## config.mk

```make
export PLATFORM = sky130hd
export DESIGN_NAME = mem_port_arbiter
export DESIGN_NICKNAME = d
export VERILOG_FILES = /design/src/rtl/mem_port_arbiter.sv
export SDC_FILE = /design/constraint.sdc
export NUM_CORES = 1
export LEC_CHECK = 0
export ABC_AREA = 1
export CAP_MARGIN = 15
export CORE_ASPECT_RATIO = 0.5
export CORE_UTILIZATION = 30
export DETAILED_ROUTE_END_ITERATION = 10
export PLACE_DENSITY = 0.66
export SKIP_LAST_GASP = 1
export SLEW_MARGIN = 20
export SYNTH_ARGS = -nofsm -noshare
export SYNTH_HDL_FRONTEND = slang
export SYNTH_SLANG_ARGS = --single-unit
```

## constraint.sdc

```tcl
create_clock -name clk -period 2.26 [get_ports clk]
set_input_delay 0.226 -clock clk [delete_from_list [all_inputs] [get_ports clk]]
set_output_delay 0.226 -clock clk [all_outputs]
set_load 0.03 [all_outputs]
```

## src/rtl/mem_port_arbiter.sv

```systemverilog
// Two-requester round-robin arbiter for the shared unified memory port.
// One access in flight at a time; read data is passed through during the response cycle.
module mem_port_arbiter #(
  parameter int unsigned ADDR_W       = 32,
  parameter int unsigned DATA_W       = 32,
  parameter int unsigned READ_LATENCY = 1
) (
  input  logic              clk,
  input  logic              rst_n,
  input  logic              m0_req,
  input  logic              m0_we,
  input  logic [2:0]        m0_funct3,
  input  logic [ADDR_W-1:0] m0_addr,
  input  logic [DATA_W-1:0] m0_wdata,
  output logic              m0_gnt,
  output logic              m0_rvalid,
  output logic [DATA_W-1:0] m0_rdata,
  input  logic              m1_req,
  input  logic              m1_we,
  input  logic [2:0]        m1_funct3,
  input  logic [ADDR_W-1:0] m1_addr,
  input  logic [DATA_W-1:0] m1_wdata,
  output logic              m1_gnt,
  output logic              m1_rvalid,
  output logic [DATA_W-1:0] m1_rdata,
  output logic              mem_write_en,
  output logic [2:0]        mem_funct3,
  output logic [ADDR_W-1:0] mem_write_address,
  output logic [DATA_W-1:0] mem_write_data,
  output logic [ADDR_W-1:0] mem_read_address,
  input  logic [DATA_W-1:0] mem_read_data
);

  localparam int unsigned      CNT_W    = (READ_LATENCY > 1) ? $clog2(READ_LATENCY) : 1;
  localparam logic [CNT_W-1:0] LAT_LAST = CNT_W'(READ_LATENCY - 1);

  typedef enum logic [1:0] {
    IDLE   = 2'd0,
    ACCESS = 2'd1,
    RESP   = 2'd2
  } state_t;

  state_t            state;
  state_t            state_nxt;
  logic              owner;
  logic              rr_ptr;
  logic              cap_we;
  logic [CNT_W-1:0]  lat_cnt;
  logic              any_req;
  logic              winner;
  logic              sel_we;
  logic [2:0]        sel_funct3;
  logic [ADDR_W-1:0] sel_addr;
  logic [DATA_W-1:0] sel_wdata;
  logic              access_done;

  // Arbitration, request mux and next-state decode.
  always_comb begin
    any_req     = m0_req | m1_req;
    winner      = (m0_req & m1_req) ? rr_ptr : m1_req;
    sel_we      = winner ? m1_we     : m0_we;
    sel_funct3  = winner ? m1_funct3 : m0_funct3;
    sel_addr    = winner ? m1_addr   : m0_addr;
    sel_wdata   = winner ? m1_wdata  : m0_wdata;
    access_done = cap_we | (lat_cnt == LAT_LAST);
    state_nxt   = state;
    case (state)
      IDLE:    if (any_req) state_nxt = ACCESS;
      ACCESS:  if (access_done) state_nxt = RESP;
      RESP:    state_nxt = IDLE;
      default: state_nxt = IDLE;
    endcase
  end

  // State, capture registers and registered strobes; mem_* hold the captured request.
  always_ff @(posedge clk or negedge rst_n) begin
    if (!rst_n) begin
      state             <= IDLE;
      owner             <= 1'b0;
      rr_ptr            <= 1'b0;
      cap_we            <= 1'b0;
      lat_cnt           <= '0;
      m0_gnt            <= 1'b0;
      m1_gnt            <= 1'b0;
      m0_rvalid         <= 1'b0;
      m1_rvalid         <= 1'b0;
      mem_write_en      <= 1'b0;
      mem_funct3        <= '0;
      mem_write_address <= '0;
      mem_write_data    <= '0;
      mem_read_address  <= '0;
    end else begin
      state     <= state_nxt;
      m0_gnt    <= 1'b0;
      m1_gnt    <= 1'b0;
      m0_rvalid <= 1'b0;
      m1_rvalid <= 1'b0;
      case (state)
        IDLE: begin
          if (any_req) begin
            owner             <= winner;
            rr_ptr            <= ~winner;
            cap_we            <= sel_we;
            lat_cnt           <= '0;
            m0_gnt            <= ~winner;
            m1_gnt            <= winner;
            mem_write_en      <= sel_we;
            mem_funct3        <= sel_funct3;
            mem_write_address <= sel_we ? sel_addr  : '0;
            mem_write_data    <= sel_we ? sel_wdata : '0;
            mem_read_address  <= sel_we ? '0 : sel_addr;
          end
        end
        ACCESS: begin
          mem_write_en <= 1'b0;
          if (access_done) begin
            m0_rvalid <= ~owner;
            m1_rvalid <= owner;
          end else begin
            lat_cnt <= lat_cnt + CNT_W'(1);
          end
        end
        RESP: begin
          cap_we            <= 1'b0;
          mem_funct3        <= '0;
          mem_write_address <= '0;
          mem_write_data    <= '0;
          mem_read_address  <= '0;
        end
        default: ;
      endcase
    end
  end

  // Read data reaches only the owner, and only for a read response.
  always_comb begin
    m0_rdata = '0;
    m1_rdata = '0;
    if (state == RESP && !cap_we) begin
      if (owner) m1_rdata = mem_read_data;
      else       m0_rdata = mem_read_data;
    end
  end

endmodule

```

==> flow_metrics.py <==
metrics = {
    "run_status": {
        "status": "finished clean",
    },
    "finish": {
        "syn_to_final_growth_pct": 63.3,
        "n_fill_cell": 1810,
        "final_core_util_pct": 50.9,
        "drive_gt1_share_pct": 9.61,
        "fin_nets": 1280,
    },
    "detailed_routing": {
        "drcViolationCount": 0,
        "drtAntennaViolNets": 0,
        "first_pass_iters": 4,
        "wl_per_cell_um": 15.5,
        "via_per_inst": 4.65,
        "routed_wl_um": 21300,
        "via_count": 6384,
        "dr.first_iter.drc_count": 301,
    },
    "yosys": {
        "syn_area_um2": 5850,
        "syn-num-nets": 978,
        "ys_ff_latch": 110,
        "synthFlopType": "dfrtp_1",
        "yosysSeqAreaShare_pct": 47.1,
        "synth_edf_count": 0,
        "netlist_top_cells_count": "nand2_1, nand3_1, dfrtp_1",
        "yosysWarningCount": 0,
        "synth_most_common_cell": "nand2_1",
        "yosys-top-cells-area": "dfrtp_1, nand2_1, nand3_1",
        "synth_top_cell_by_area": "dfrtp_1",
        "yosysTopAreaCellShare_pct": 47.1,
        "synth-async-reset-ratio_pct": 100,
        "syn_avg_cell_area_um2": 7.26,
        "yosys.cell_types.count": 20,
        "syn_inst": 806,
    },
    "power": {
        "powerDensity_nw_per_um2": 1280,
        "peakVddDrop_uv": 504,
        "power.leakage_uw": 0.00483,
    },
    "worst_setup_path": {
        "cp_num_cells": 5,
        "path_delay_family": "simple AND/OR/NAND/NOR gates",
        "cp_max_fo": 39,
        "cp_cell_sequence": "nor2_4, nand2_4, buf_12, nor3_1, buf_4",
        "slowest_delay_ns": 0.41,
        "critPathBufInv": 2,
        "worstReg2RegStart": "state[0]",
        "r2r_setup_slack_ns": 0.27,
        "r2r_cells": 7,
        "slowest_stage": "dfrtp_1",
        "worstSetupPathType": "flip-flop to output port",
        "start_kind": "flip-flop",
        "reg2reg_to": "mem_write_data[21]",
        "crit_arrival_ns": 1.86,
        "required_ns": 2.03,
        "setup.worst_path.end_class": "output port",
    },
    "global_route": {
        "grt_pass1_wl_um": 32400,
        "grt_pass1_vias": 5995,
        "grt-ovfl-total": 0,
        "grt_antenna_before_repair": 0,
        "grt_util_all_layers_pct": 20.6,
        "grt_max_degree": 104,
    },
    "cts": {
        "clockRootBuffer": "clkbuf_16",
        "cts.sinks": 110,
        "clk_pin_slew_ns": 0.08,
        "cts_tree": "yes",
        "cts_buffer_depth": 2,
        "worstSkewPairLatency_ns": 0.35,
        "cts_buffers": 9,
        "htreeDepth": 3,
    },
    "placed_design": {
        "dp_hpwl_um": 15700,
        "port_buffers": 339,
        "gp_congestion": 0.794,
    },
    "sta": {
        "drv_slew": 0,
        "fmax_mhz": 480,
        "finalHoldViolations": 0,
        "relSlewSlack_pct": 30.3,
        "skew_ns": 0.00983,
        "fin_tns_setup_ns": 0,
        "finalCritPeriodShare_pct": 92.2,
        "setup_viol": 0,
        "grt_setup_unrepaired": "no",
        "worst_pin_slew_ns": 1.04,
        "min_period_ns": 2.08,
    },
    "die": {
        "rows": 35,
        "initial_core_util_pct": 31.2,
        "dieArea_um2": 20100,
        "die-width_um": 199,
        "core_area_um2": 18700,
        "die_h_um": 101,
        "io_pins": 340,
    },
    "job": {
        "cap_viol_max_count": 0,
    },
    "min_path": {
        "min_path_type": "primary input to async pin",
    },
}
layout make-up:
| class | count | area [um2] | area share [%] |
|---|---|---|---|
| antenna | 1 | 2.50 | 0.0262 |
| clock buffer | 10 | 229 | 2.40 |
| clock inverter | 6 | 63.8 | 0.668 |
| inverter | 43 | 161 | 1.69 |
| multi-input combinational | 587 | 2570 | 27.0 |
| sequential | 110 | 2750 | 28.8 |
| tap | 259 | 324 | 3.39 |
| timing repair buffer | 357 | 3440 | 36.0 |
per-layer routing:
layer  vias up  track usage (%)  wire length [um]
li1       3174                -                 -
met1      3006             26.3              9280
met2       175             36.0             10500
met3        29             3.31              1090
met4         0             6.11               419
met5         -                0                 0
flip-flops by register name, indices dropped and copies added, names as in the netlist:
| name | cells |
|---|---|
| m1_gnt | 1 |
| rr_ptr | 1 |
| state | 2 |
| m0_rvalid | 1 |
| mem_write_address | 32 |
| mem_write_data | 32 |
| m1_rvalid | 1 |
| mem_read_address | 32 |
| lat_cnt | 1 |
| mem_write_en | 1 |
| owner | 1 |
| mem_funct3 | 3 |
| m0_gnt | 1 |
| cap_we | 1 |
cell families after synthesis:
kind of cell | after synthesis | synth area share (%)
AO/OA/AOI/OAI | 11 | 0.941
buffers and inverters | 109 | 9.09
flip-flops | 110 | 47.1
AND/OR/NAND/NOR | 576 | 42.9
layout by cell type (no fill, tap or decap), drive strengths merged:
cell type,count
o21ai,7
clkinv,3
buf,83
nand2,338
inv,45
clkbuf,10
nand3b,1
nor2,11
dlygate4sd3,1
nand3,162
diode,1
nor3,64
clkdlybuf4s50,273
a21oi,4
dfrtp,110
clkinvlp,1
power by group:
part           switching [uW]  internal [uW]
Sequential                483           2840
Clock                     778            781
Combinational            4730           2610
Total                    6000           6230
what timing repair did:
action / 4_1_cts / 5_1_grt
resized for setup: 0 / 2
hold buffers: 1 / 0
endpoints found under the hold margin: 39 / 0
endpoints found under the setup margin: 0 / 28
buffers inserted: 0 / 0
worst reg2reg max path: stages, from the launching register on:
cell and delay [ns]:
dfrtp_1 0.39, inv_1 0.08, nand2_2 0.13, nor2_8 0.05
nor2_8 0.76, buf_4 0.37, nand2_1 0.07, nand2_1 0.06
metrics by stage:
stage / worst slack, ns / total power, uW / area [um2] / std cells / hold slack (ns)
after CTS: 0.0420 / 12300 / 9540 / 1372 / 0.419
after detailed placement: -0.0500 / 10700 / 9240 / 1355 / 0.255
after global placement: -0.00257 / 10600 / 9240 / 1355 / 0.255
after global routing: 0.0675 / 12900 / 9550 / 1372 / 0.471
after floorplan: 0.416 / 7700 / 5850 / 806 / -0.0696
final: 0.177 / 12200 / 9550 / 1373 / 0.410
worst max path at each step:
| stage | from | endpoint | slack, ns |
|---|---|---|---|
| after global routing | state[0] | mem_write_data[22] | 0.07 |
| after global placement | m0_req | mem_write_en | -0.003 |
| after floorplan | state[0] | m0_rdata[10] | 0.42 |
| after detailed placement | m0_req | mem_write_en | -0.05 |
| after CTS | state[0] | m1_rdata[2] | 0.04 |
| final | state[0] | m1_rdata[2] | 0.18 |
Note: power is estimated with default switching activity, not from simulation.
